`src/rtl/xdisplay_ctrl.sv`:
```
// Four-digit multiplexed 7-segment scan controller with per-digit blanking,
// per-digit blink and a frame-complete tick.
module xdisplay_ctrl #(
  parameter int CLK_DIV   = 50000,
  parameter int BLANK     = 16,
  parameter int BLINK_DIV = 64
) (
  input  logic        clk,
  input  logic        rst,
  input  logic [3:0]  wr_sel,
  input  logic [7:0]  wr_data,
  input  logic        cfg_we,
  output logic [11:0] seg,
  output logic        frame_tc
);

  localparam int CNT_W  = $clog2(CLK_DIV);
  localparam int FCNT_W = (BLINK_DIV > 1) ? $clog2(BLINK_DIV) : 1;
  localparam logic [CNT_W-1:0]  CNT_LAST  = CNT_W'(CLK_DIV - 1);
  localparam logic [FCNT_W-1:0] FCNT_LAST = FCNT_W'(BLINK_DIV - 1);

  logic [7:0]        digit_reg [4];
  logic [3:0]        blink_mask;
  logic [CNT_W-1:0]  cnt;
  logic [1:0]        idx;
  logic [FCNT_W-1:0] fcnt;
  logic              blink_phase;

  logic slot_wrap;
  logic frame_end;
  logic in_blank;
  logic blink_hide;

  function automatic logic [3:0] anode_sel(input logic [1:0] i);
    return ~(4'b0001 << i);
  endfunction

  function automatic logic [11:0] seg_pattern(input logic       blank,
                                              input logic [1:0] i,
                                              input logic       hide,
                                              input logic [7:0] cath);
    if (blank)
      return 12'hFFF;
    return {anode_sel(i), hide ? 8'hFF : cath};
  endfunction

  // A zero-length blanking window would make the compare constant-false.
  generate
    if (BLANK == 0) begin : g_no_blank
      assign in_blank = 1'b0;
    end else begin : g_blank
      localparam logic [CNT_W-1:0] BLANK_C = CNT_W'(BLANK);
      assign in_blank = (cnt < BLANK_C);
    end
  endgenerate

  assign slot_wrap  = (cnt == CNT_LAST);
  assign frame_end  = slot_wrap && (idx == 2'd3);
  assign blink_hide = blink_mask[idx] && blink_phase;

  // Scan timing: slot counter, digit index, frame tick
  always_ff @(posedge clk or posedge rst) begin
    if (rst) begin
      cnt      <= '0;
      idx      <= 2'd0;
      frame_tc <= 1'b0;
    end else begin
      frame_tc <= frame_end;
      if (slot_wrap) begin
        cnt <= '0;
        idx <= idx + 2'd1;
      end else begin
        cnt <= cnt + CNT_W'(1);
      end
    end
  end

  // Blink control: a config write restarts blinking visible and wins over frame-end
  always_ff @(posedge clk or posedge rst) begin
    if (rst) begin
      blink_mask  <= 4'b0000;
      fcnt        <= '0;
      blink_phase <= 1'b0;
    end else if (cfg_we) begin
      blink_mask  <= wr_data[3:0];
      fcnt        <= '0;
      blink_phase <= 1'b0;
    end else if (frame_end) begin
      if (fcnt == FCNT_LAST) begin
        fcnt        <= '0;
        blink_phase <= ~blink_phase;
      end else begin
        fcnt <= fcnt + FCNT_W'(1);
      end
    end
  end

  // Digit pattern registers, independently strobed
  always_ff @(posedge clk or posedge rst) begin
    if (rst) begin
      for (int i = 0; i < 4; i++)
        digit_reg[i] <= 8'hFF;
    end else begin
      for (int i = 0; i < 4; i++)
        if (wr_sel[i])
          digit_reg[i] <= wr_data;
    end
  end

  // Output stage: registered drive from pre-edge scan state
  always_ff @(posedge clk or posedge rst) begin
    if (rst)
      seg <= 12'hFFF;
    else
      seg <= seg_pattern(in_blank, idx, blink_hide, digit_reg[idx]);
  end

endmodule

```
`config.mk`:
```
export PLATFORM = sky130hd
export DESIGN_NAME = xdisplay_ctrl
export DESIGN_NICKNAME = d
export VERILOG_FILES = /design/src/rtl/xdisplay_ctrl.sv
export SDC_FILE = /design/constraint.sdc
export NUM_CORES = 1
export LEC_CHECK = 0
export ABC_AREA = 0
export BUFFER_PORTS_ARGS = -buffer_cell sky130_fd_sc_hd__buf_4
export CAP_MARGIN = 20
export CORE_MARGIN = 2
export CORE_UTILIZATION = 54
export DETAILED_ROUTE_END_ITERATION = 12
export PLACE_DENSITY = 0.75
export SYNTH_ARGS = -nofsm -noshare
export SYNTH_HDL_FRONTEND = slang
export SYNTH_SLANG_ARGS = --single-unit
```
`constraint.sdc`:
```
create_clock -name clk -period 3.4 [get_ports clk]
set_clock_uncertainty 0.2 [all_clocks]
set_input_delay 0.17 -clock clk [delete_from_list [all_inputs] [get_ports clk]]
set_output_delay 0.17 -clock clk [all_outputs]
set_load 0.02 [all_outputs]
```
== After elaboration in Yosys (flattened, before gate mapping) ==
Index checks and enable logic that the tools add are counted.

* Bits in registers: 74
* Output and inout port bits: 13

* Add/subtract/negate cells: 3
* Magnitude comparators: 3
* Equal/unequal tests: 3
* Shift operators: 1
* Mux-type cells: 16
* Bitwise operators: 3
* Reductions and logical operators: 5

{| class="wikitable"
|+ Operators with widths
! kind !! number
|-
| two-way mux 12 bit || 2
|-
| two-way mux 8 bit || 3
|-
| two-way mux 6 bit || 3
|-
| adder 16 x 1 -> 16 bit (second input constant) || 1
|-
| binary-select mux 8 bit (select 2 bit) || 1
|-
| == test 16 bit (second input constant) || 1
|-
| less-than comparator 16 x 5 -> 1 bit (second input constant) || 1
|-
| two-way mux 16 bit || 1
|-
| adder 6 x 1 -> 6 bit (second input constant) || 1
|-
| == test 6 bit (second input constant) || 1
|-
| two-way mux 1 bit || 5
|-
| inverter 4 bit || 1
|-
| nonzero test 2 bit || 2
|-
| left shift 1 x 2 -> 4 bit (first input constant) || 1
|-
| greater-or-equal comparator 3 bit (second input constant) || 1
|-
| less-than comparator 2 x 3 -> 1 bit (second input constant) || 1
|-
| inverter 2 -> 3 bit || 1
|-
| adder 2 x 1 -> 2 bit (second input constant) || 1
|-
| binary-select mux 1 bit (select 2 bit) || 1
|-
| == test 2 bit (second input constant) || 1
|-
| logical AND 1 bit || 2
|-
| AND reduction 2 bit || 1
|-
| inverter 1 bit || 1
|}

== Depth between registers and ports, before layout ==
Gate-level depths: netlist of the first run.

* Depth after elaboration: 6
* Depth in mapped cells: 5

== Least setup slack after synthesis of the first run ==
Ideal clock, no wire load.

* Kind: register to register
* Start point: register idx[0]
* End point: register seg[0]
* Arrival: 1.493 ns
* Data required time: 3.116 ns
* Slack: 1.623 ns
* Cell stages (with the launch flop): 6
* Cell sequence: dfrtp_1 buf_6 mux4_2 nand2_1 nand2_1 or2_2

* Longest elaborated chain between the ends: 6
* Elaborated cells between the ends (all ways): 9

{| class="wikitable"
|+ Ends and longest elaborated chain
! item !! RTL line !! text
|-
| start: declaration || 25 || <nowiki>logic [1:0] idx;</nowiki>
|-
| start signal: assignment || 71 || <nowiki>idx <= idx + 2'd1;</nowiki>
|-
| inverter 2 -> 3 bit (implied by the code) || 115 || <nowiki>seg <= seg_pattern(in_blank, idx, blink_hide, digit_reg[idx]);</nowiki>
|-
| binary-select mux 8 bit (select 2 bit) || 115 ||
|-
| two-way mux 8 bit (implied by the code) (2 in a row) || 115 ||
|-
| two-way mux 8 bit (*) || 44 || <nowiki>return {anode_sel(i), hide ? 8'hFF : cath};</nowiki>
|-
| two-way mux 12 bit (*) || 44 ||
|-
| end signal: assignment || 115 ||
|-
| end: declaration || 13 || <nowiki>output logic [11:0] seg,</nowiki>
|}

Mark *: on every way between the ends. The rest lies on a longest branch, timed or not. The select of a mux whose other input is x is not followed.
A chain may end at the register's enable or synchronous reset.

== Worst setup path after layout of the first run ==
* Start point: register idx[1]
* End point: register blink_phase

* Longest elaborated chain between the ends: 4

{| class="wikitable"
|+ Ends and longest elaborated chain
! item !! RTL line !! text
|-
| == test 2 bit || 58 || <nowiki>assign frame_end = slot_wrap && (idx == 2'd3);</nowiki>
|-
| logical AND 1 bit || 58 ||
|-
| nonzero test 2 bit (no line) || -- ||
|-
| AND reduction 2 bit (no line) || -- ||
|-
| end signal: assignment || 91 || <nowiki>blink_phase <= ~blink_phase;</nowiki>
|-
| end: declaration || 27 || <nowiki>logic blink_phase;</nowiki>
|}

No other way between the ends.

==> impl_metrics.py, run 1 <==
metrics = {
    "finish": {
        "nets": 314,
        "largest_register_ffs": 32,
        "syn_to_final_growth_pct": 19.1,
        "seqCellArea_sq_um": 1910,
        "fin_cells": 373,
        "layout-drive-gt1-share": 0.517,
        "multi_input_area_sq_um": 1360,
        "diodes": 0,
        "final_core_util": 0.670,
        "finish.instance_area_sq_um": 3990,
        "n_fill_cell": 432,
    },
    "timing": {
        "tns_ns": 0,
        "hold_viol": 0,
        "tightest_slew_ns": 0.790,
        "drv_slew": 0,
        "max_freq_ghz": 0.445,
        "finalSetupViolCount": 0,
        "rsz0062_at_grt": "false",
        "finalCriticalPeriod_ns": 2.25,
        "finalCritPeriodShare": 0.662,
        "timing.final.ws_setup_ns": 1.15,
        "relSlewSlack": 0.473,
    },
    "synth": {
        "ys_warn_count": 0,
        "avgSynthCellArea_sq_um": 13.7,
        "synth_seq_cells": 74,
        "yosysTopAreaCellShare": 0.345,
        "ys_top_cells_by_area": "dfstp_2, dfrtp_1, mux2_2, mux4_2, ha_1",
        "syn_area_sq_um": 3350,
        "syn_inst": 245,
        "yosysTopAreaCell": "dfstp_2",
        "synthArstFlopShare": 1.00,
        "synthDistinctLibCells": 37,
        "synth.most_common_cell": "dfstp_2",
        "ys_seq_area_frac": 0.569,
        "netlist_top_cells_count": "dfstp_2, mux2_2, dfrtp_1, nor2_1, nand2_1",
        "syn-num-nets": 266,
        "synth_enable_flop_cells": 0,
        "synth_ff_type": "dfstp_2",
    },
    "power_and_ir_drop": {
        "power_density_nw_per_um2": 468,
        "p_leak_nw": 1.70,
        "ir_drop_v": 0.000288,
    },
    "cts": {
        "tritoncts": "built",
        "numCtsBuffers": 9,
        "cts_resized": 0,
        "cts_root_buf": "clkbuf_8",
        "clkTransAtPathRegs_ns": 0.08,
        "cts.sinks": 74,
        "clock_latency_ns": 0.34,
        "clk_path_buf_depth": 2,
        "h-tree-depth": 3,
    },
    "routing": {
        "routedWlPerCell_um": 15.8,
        "vias_per_cell": 5.47,
        "drt_iter0_drc": 127,
        "route.detailed.drc": 0,
        "ant_nets": 0,
        "drt_first_pass_iters": 4,
        "routed_wl_um": 5910,
        "vias": 2042,
    },
    "critical_path": {
        "rrSetupSlack_ns": 1.15,
        "path_cells": "ha_1 > nor4b_2 > nand4_2 > or3_1 > a21oi_1",
        "r2r_end": "blink_phase",
        "worstReg2RegStart": "idx[1]",
        "worst-path-stages": 5,
        "endpoint_kind": "register",
        "worst_ep_required_time_ns": 3.46,
        "crit_buf_inv": 0,
        "critPathTopFamily": "simple AND/OR/NAND/NOR gates",
        "cp_slowest_cell": "dfrtp_1",
        "criticalPathCategory": "reg -> reg",
        "crit_arrival_ns": 2.31,
        "crit_path_start_kind": "register",
        "critPathMaxStageDelay_ns": 0.68,
        "critPathMaxFanout": 13,
        "r2r_cells": 5,
    },
    "placement": {
        "gp_congestion": 0.787,
        "hpwl_um": 3950,
        "place_worst_setup_slack_ns": 1.14,
        "placed_cells": 340,
        "port_buffers": 27,
        "dpl-instance-area_sq_um": 3610,
    },
    "floorplanning": {
        "ioPinCount": 28,
        "initial_utilization": 0.563,
        "die-width_um": 82.8,
        "row_count": 28,
        "core_area_sq_um": 5960,
        "die_h_um": 82.8,
        "die-area_sq_um": 6850,
    },
    "global_route": {
        "grt-ovfl-total": 0,
        "grt_pass1_vias": 2010,
        "grt_pass1_wl_um": 9820,
        "grt_use_total": 0.197,
        "antenna_found_initial": 0,
        "grt_max_degree": 40,
    },
    "hold_path": {
        "min_to": "cnt[0]",
        "min_from": "cnt[0]",
        "whs_path_depth": 1,
        "hp-class": "reg -> reg",
    },
    "job": {
        "maxCapViolations": 0,
    },
    "status": {
        "status": "completed",
    },
}
## per-layer routing
layer,track usage,up-vias,share of wire
met5,0,-,0
met3,0.0465,9,0.027
met1,0.272,1030,0.47
met4,0.0934,0,0.019
li1,-,975,-
met2,0.294,28,0.49
## worst max path at each step
| stage | startpoint | to | slack [ns] |
|---|---|---|---|
| 6_report | idx[1] | blink_phase | 1.15 |
| 5_1_grt | idx[1] | fcnt[3] | 0.98 |
| 4_1_cts | idx[1] | blink_phase | 1.13 |
| 3_5_place_dp | idx[1] | fcnt[5] | 1.14 |
| 3_3_place_gp | idx[1] | fcnt[5] | 1.23 |
| 2_1_floorplan | rst | blink_mask[0] | 1.22 |
## placed cells by master (no fill, tap or decap), drive strengths merged, types with 6 or more instances in the layout
| master | n |
|---|---|
| dfrtp | 30 |
| nand2 | 11 |
| nand4 | 7 |
| mux4 | 9 |
| nor2 | 13 |
| a21oi | 6 |
| ha | 6 |
| mux2 | 37 |
| dlygate4sd3 | 17 |
| dfstp | 44 |
| or2 | 9 |
| xor2 | 7 |
| nand3 | 8 |
| buf | 30 |
| clkbuf | 10 |
| inv | 10 |
| xnor2 | 8 |
## kinds of logic after synthesis
group,count (synthesis),synth area share
xor+xnor,15,0.0392
buf+inv,16,0.0239
flops,74,0.569
fa+ha+maj,6,0.0224
mux,47,0.188
compound gates,12,0.0183
simple gates,75,0.139
## power by group
| part | leakage, nW | internal [W] | switching, W |
|---|---|---|---|
| sequential | 0.858 | 0.000968 | 0.0000238 |
| combinational | 0.729 | 0.0000963 | 0.0000704 |
| clock | 0.108 | 0.000369 | 0.000341 |
| total | 1.70 | 0.00143 | 0.000435 |
## worst register-to-register path: cells and delay by family, from the launching register on
kind / cells / cell delay [ns]
AOI/OAI and AO/OA: 1 / 0.15
adders and majority gates: 1 / 0.29
DFF: 1 / 0.68
and+or+nand+nor: 3 / 0.85
## metrics by stage
stage          hold slack [ns]  power (W)
5_1_grt                  0.330    0.00195
4_1_cts                  0.300    0.00189
3_3_place_gp             0.168    0.00115
2_1_floorplan            0.122    0.00110
6_report                 0.294    0.00187
3_5_place_dp             0.179    0.00116
## layout make-up
cell class | count | area share
Clock buffer | 10 | 0.0345
Clock inverter | 6 | 0.0179
Inverter | 6 | 0.00564
Multi-Input combinational cell | 155 | 0.342
Sequential cell | 74 | 0.478
Tap cell | 75 | 0.0235
Timing Repair Buffer | 47 | 0.0991
## what timing repair did
action	4_1_cts	5_1_grt
hold buffers	17	0
hold endpoints to repair	70	0
buffers inserted	0	0
endpoints found under the setup margin	0	0
Note: power is estimated with default switching activity, not from simulation.
==> run 2: changes to the inputs <==
- CORE_UTILIZATION: 54 -> 53
- PLACE_DENSITY: 0.75 -> 0.77
- clock period: 3.4 -> 1.85 ns (I/O delays scaled with it)
==> impl_metrics.py, run 2 (synthesized netlist as in run 1, its figures left out) <==
metrics = {
    "critical_path": {
        "crit_path_start_kind": "register",
        "criticalPathCategory": "reg -> reg",
        "worst_ep_required_time_ns": 1.91,
        "endpoint_kind": "register",
        "rrSetupSlack_ns": 0.02,
        "critPathMaxFanout": 8,
        "crit_arrival_ns": 1.90,
        "worstReg2RegStart": "cnt[4]",
        "r2r_end": "fcnt[3]",
        "r2r_cells": 4,
    },
    "finish": {
        "layout_commonest_cell": "buf_4",
        "fin_cells": 388,
        "syn_to_final_growth_pct": 24.8,
        "final_core_util": 0.694,
        "largest_register_ffs": 32,
        "diodes": 0,
        "n_fill_cell": 408,
        "mostFrequentLayoutCells": "buf_4, dfstp_2, mux2_2",
        "layout-drive-gt1-share": 0.569,
        "nets": 330,
    },
    "routing": {
        "vias": 2133,
        "dr_wl_met3_um": 296,
        "met1_length_um": 2860,
        "ant_nets": 0,
        "routedWlPerCell_um": 16.3,
        "route.detailed.drc": 0,
        "vias_per_cell": 5.50,
        "wl_met2_um": 3040,
        "routed_wl_um": 6310,
        "route.top_layer_used": "met4",
        "drt_first_pass_iters": 5,
        "drt_iter0_drc": 107,
    },
    "power_and_ir_drop": {
        "p_total_w": 0.00341,
        "ir_drop_v": 0.000659,
        "power_density_nw_per_um2": 814,
        "p_leak_nw": 1.75,
    },
    "cts": {
        "clkTransAtPathRegs_ns": 0.08,
        "numCtsBuffers": 9,
        "cts.sinks": 74,
        "cts_root_buf": "clkbuf_8",
        "tritoncts": "built",
        "clock_latency_ns": 0.35,
        "clk_path_buf_depth": 2,
        "h-tree-depth": 3,
    },
    "timing": {
        "whs_ns": 0.150,
        "finalSetupViolCount": 0,
        "drv_slew": 0,
        "timing.final.ws_setup_ns": 0.0170,
        "max_freq_ghz": 0.546,
        "finalCriticalPeriod_ns": 1.83,
        "relSlewSlack": 0.636,
        "finalCritPeriodShare": 0.991,
        "tightest_slew_ns": 0.545,
        "hold_viol": 0,
        "rsz0062_at_grt": "true",
    },
    "placement": {
        "hpwl_um": 4270,
        "place_worst_setup_slack_ns": -0.0550,
        "port_buffers": 27,
        "gp_congestion": 0.944,
        "placed_cells": 351,
    },
    "floorplanning": {
        "core_area_sq_um": 6030,
        "die-width_um": 83.5,
        "die_h_um": 83.5,
        "initial_utilization": 0.556,
        "ioPinCount": 28,
        "row_count": 28,
        "die-area_sq_um": 6970,
    },
    "global_route": {
        "grt_max_degree": 26,
        "grt-ovfl-total": 0,
        "grt_pass1_vias": 2153,
        "antenna_found_initial": 0,
        "grt_pass1_wl_um": 10500,
        "grt_use_total": 0.196,
    },
    "hold_path": {
        "hp-class": "in -> async",
    },
    "status": {
        "status": "completed",
    },
    "job": {
        "maxCapViolations": 0,
    },
}
[run 2: cell count changes in the layout (fill, tap and decap cells not counted), sizes merged]
cell         delta
clkbuf          +1
clkinv          +1
clkinvlp        +1
inv             -4
buf            +17
dlygate4sd3     -1
[run 2: worst max-delay path, stage by stage (launching register included)]
cell and delay, ns:
dfrtp_1 0.51, nor4b_4 0.34, nand4_4 0.16, or3b_1 0.42, a21oi_2 0.12
[run 2: per-layer routing]
metal | up-vias | GRT usage
met1 | 1074 | 0.264
met3 | 9 | 0.0504
met2 | 52 | 0.304
met4 | 0 | 0.0792
li1 | 998 | -
met5 | - | 0
[run 2: where the power goes]
part / total, W / internal (W) / switching [W]
clock: 0.00127 / 0.000699 / 0.000574
sequential: 0.00183 / 0.00178 / 0.0000459
combinational: 0.000307 / 0.000179 / 0.000129
total: 0.00341 / 0.00266 / 0.000749
[run 2: final cells by class]
| cell class | count | area, sq um | area share |
|---|---|---|---|
| repair buffers | 63 | 533 | 0.127 |
| multi-input cells | 155 | 1420 | 0.339 |
| flip-flops and latches | 74 | 1910 | 0.456 |
| inverters | 6 | 26.3 | 0.00628 |
| clock inverters | 4 | 50.0 | 0.0120 |
| clock buffers | 11 | 153 | 0.0365 |
| well taps | 75 | 93.8 | 0.0224 |
[run 2: through the flow]
stage | TNS [ns] | area (sq um)
2_1_floorplan | 0 | 3350
3_3_place_gp | 0 | 3710
3_5_place_dp | -0.118 | 3710
4_1_cts | -0.0152 | 4120
5_1_grt | -0.193 | 4180
6_report | 0 | 4180
[run 2: worst max-delay path by stage]
| stage | to | startpoint |
|---|---|---|
| 5_1_grt | fcnt[3] | cnt[4] |
| 4_1_cts | fcnt[3] | idx[0] |
| 6_report | fcnt[3] | cnt[4] |
| 3_3_place_gp | fcnt[5] | idx[0] |
| 3_5_place_dp | fcnt[3] | idx[0] |
| 2_1_floorplan | seg[0] | idx[0] |
[run 2: repair_timing]
| action | in CTS | in global routing |
|---|---|---|
| buffers inserted | 3 | 3 |
| hold endpoints to repair | 80 | 0 |
| endpoints found under the setup margin | 6 | 15 |
| resized for setup | 6 | 9 |
| hold buffers | 16 | 0 |
| pin swaps | 4 | 10 |
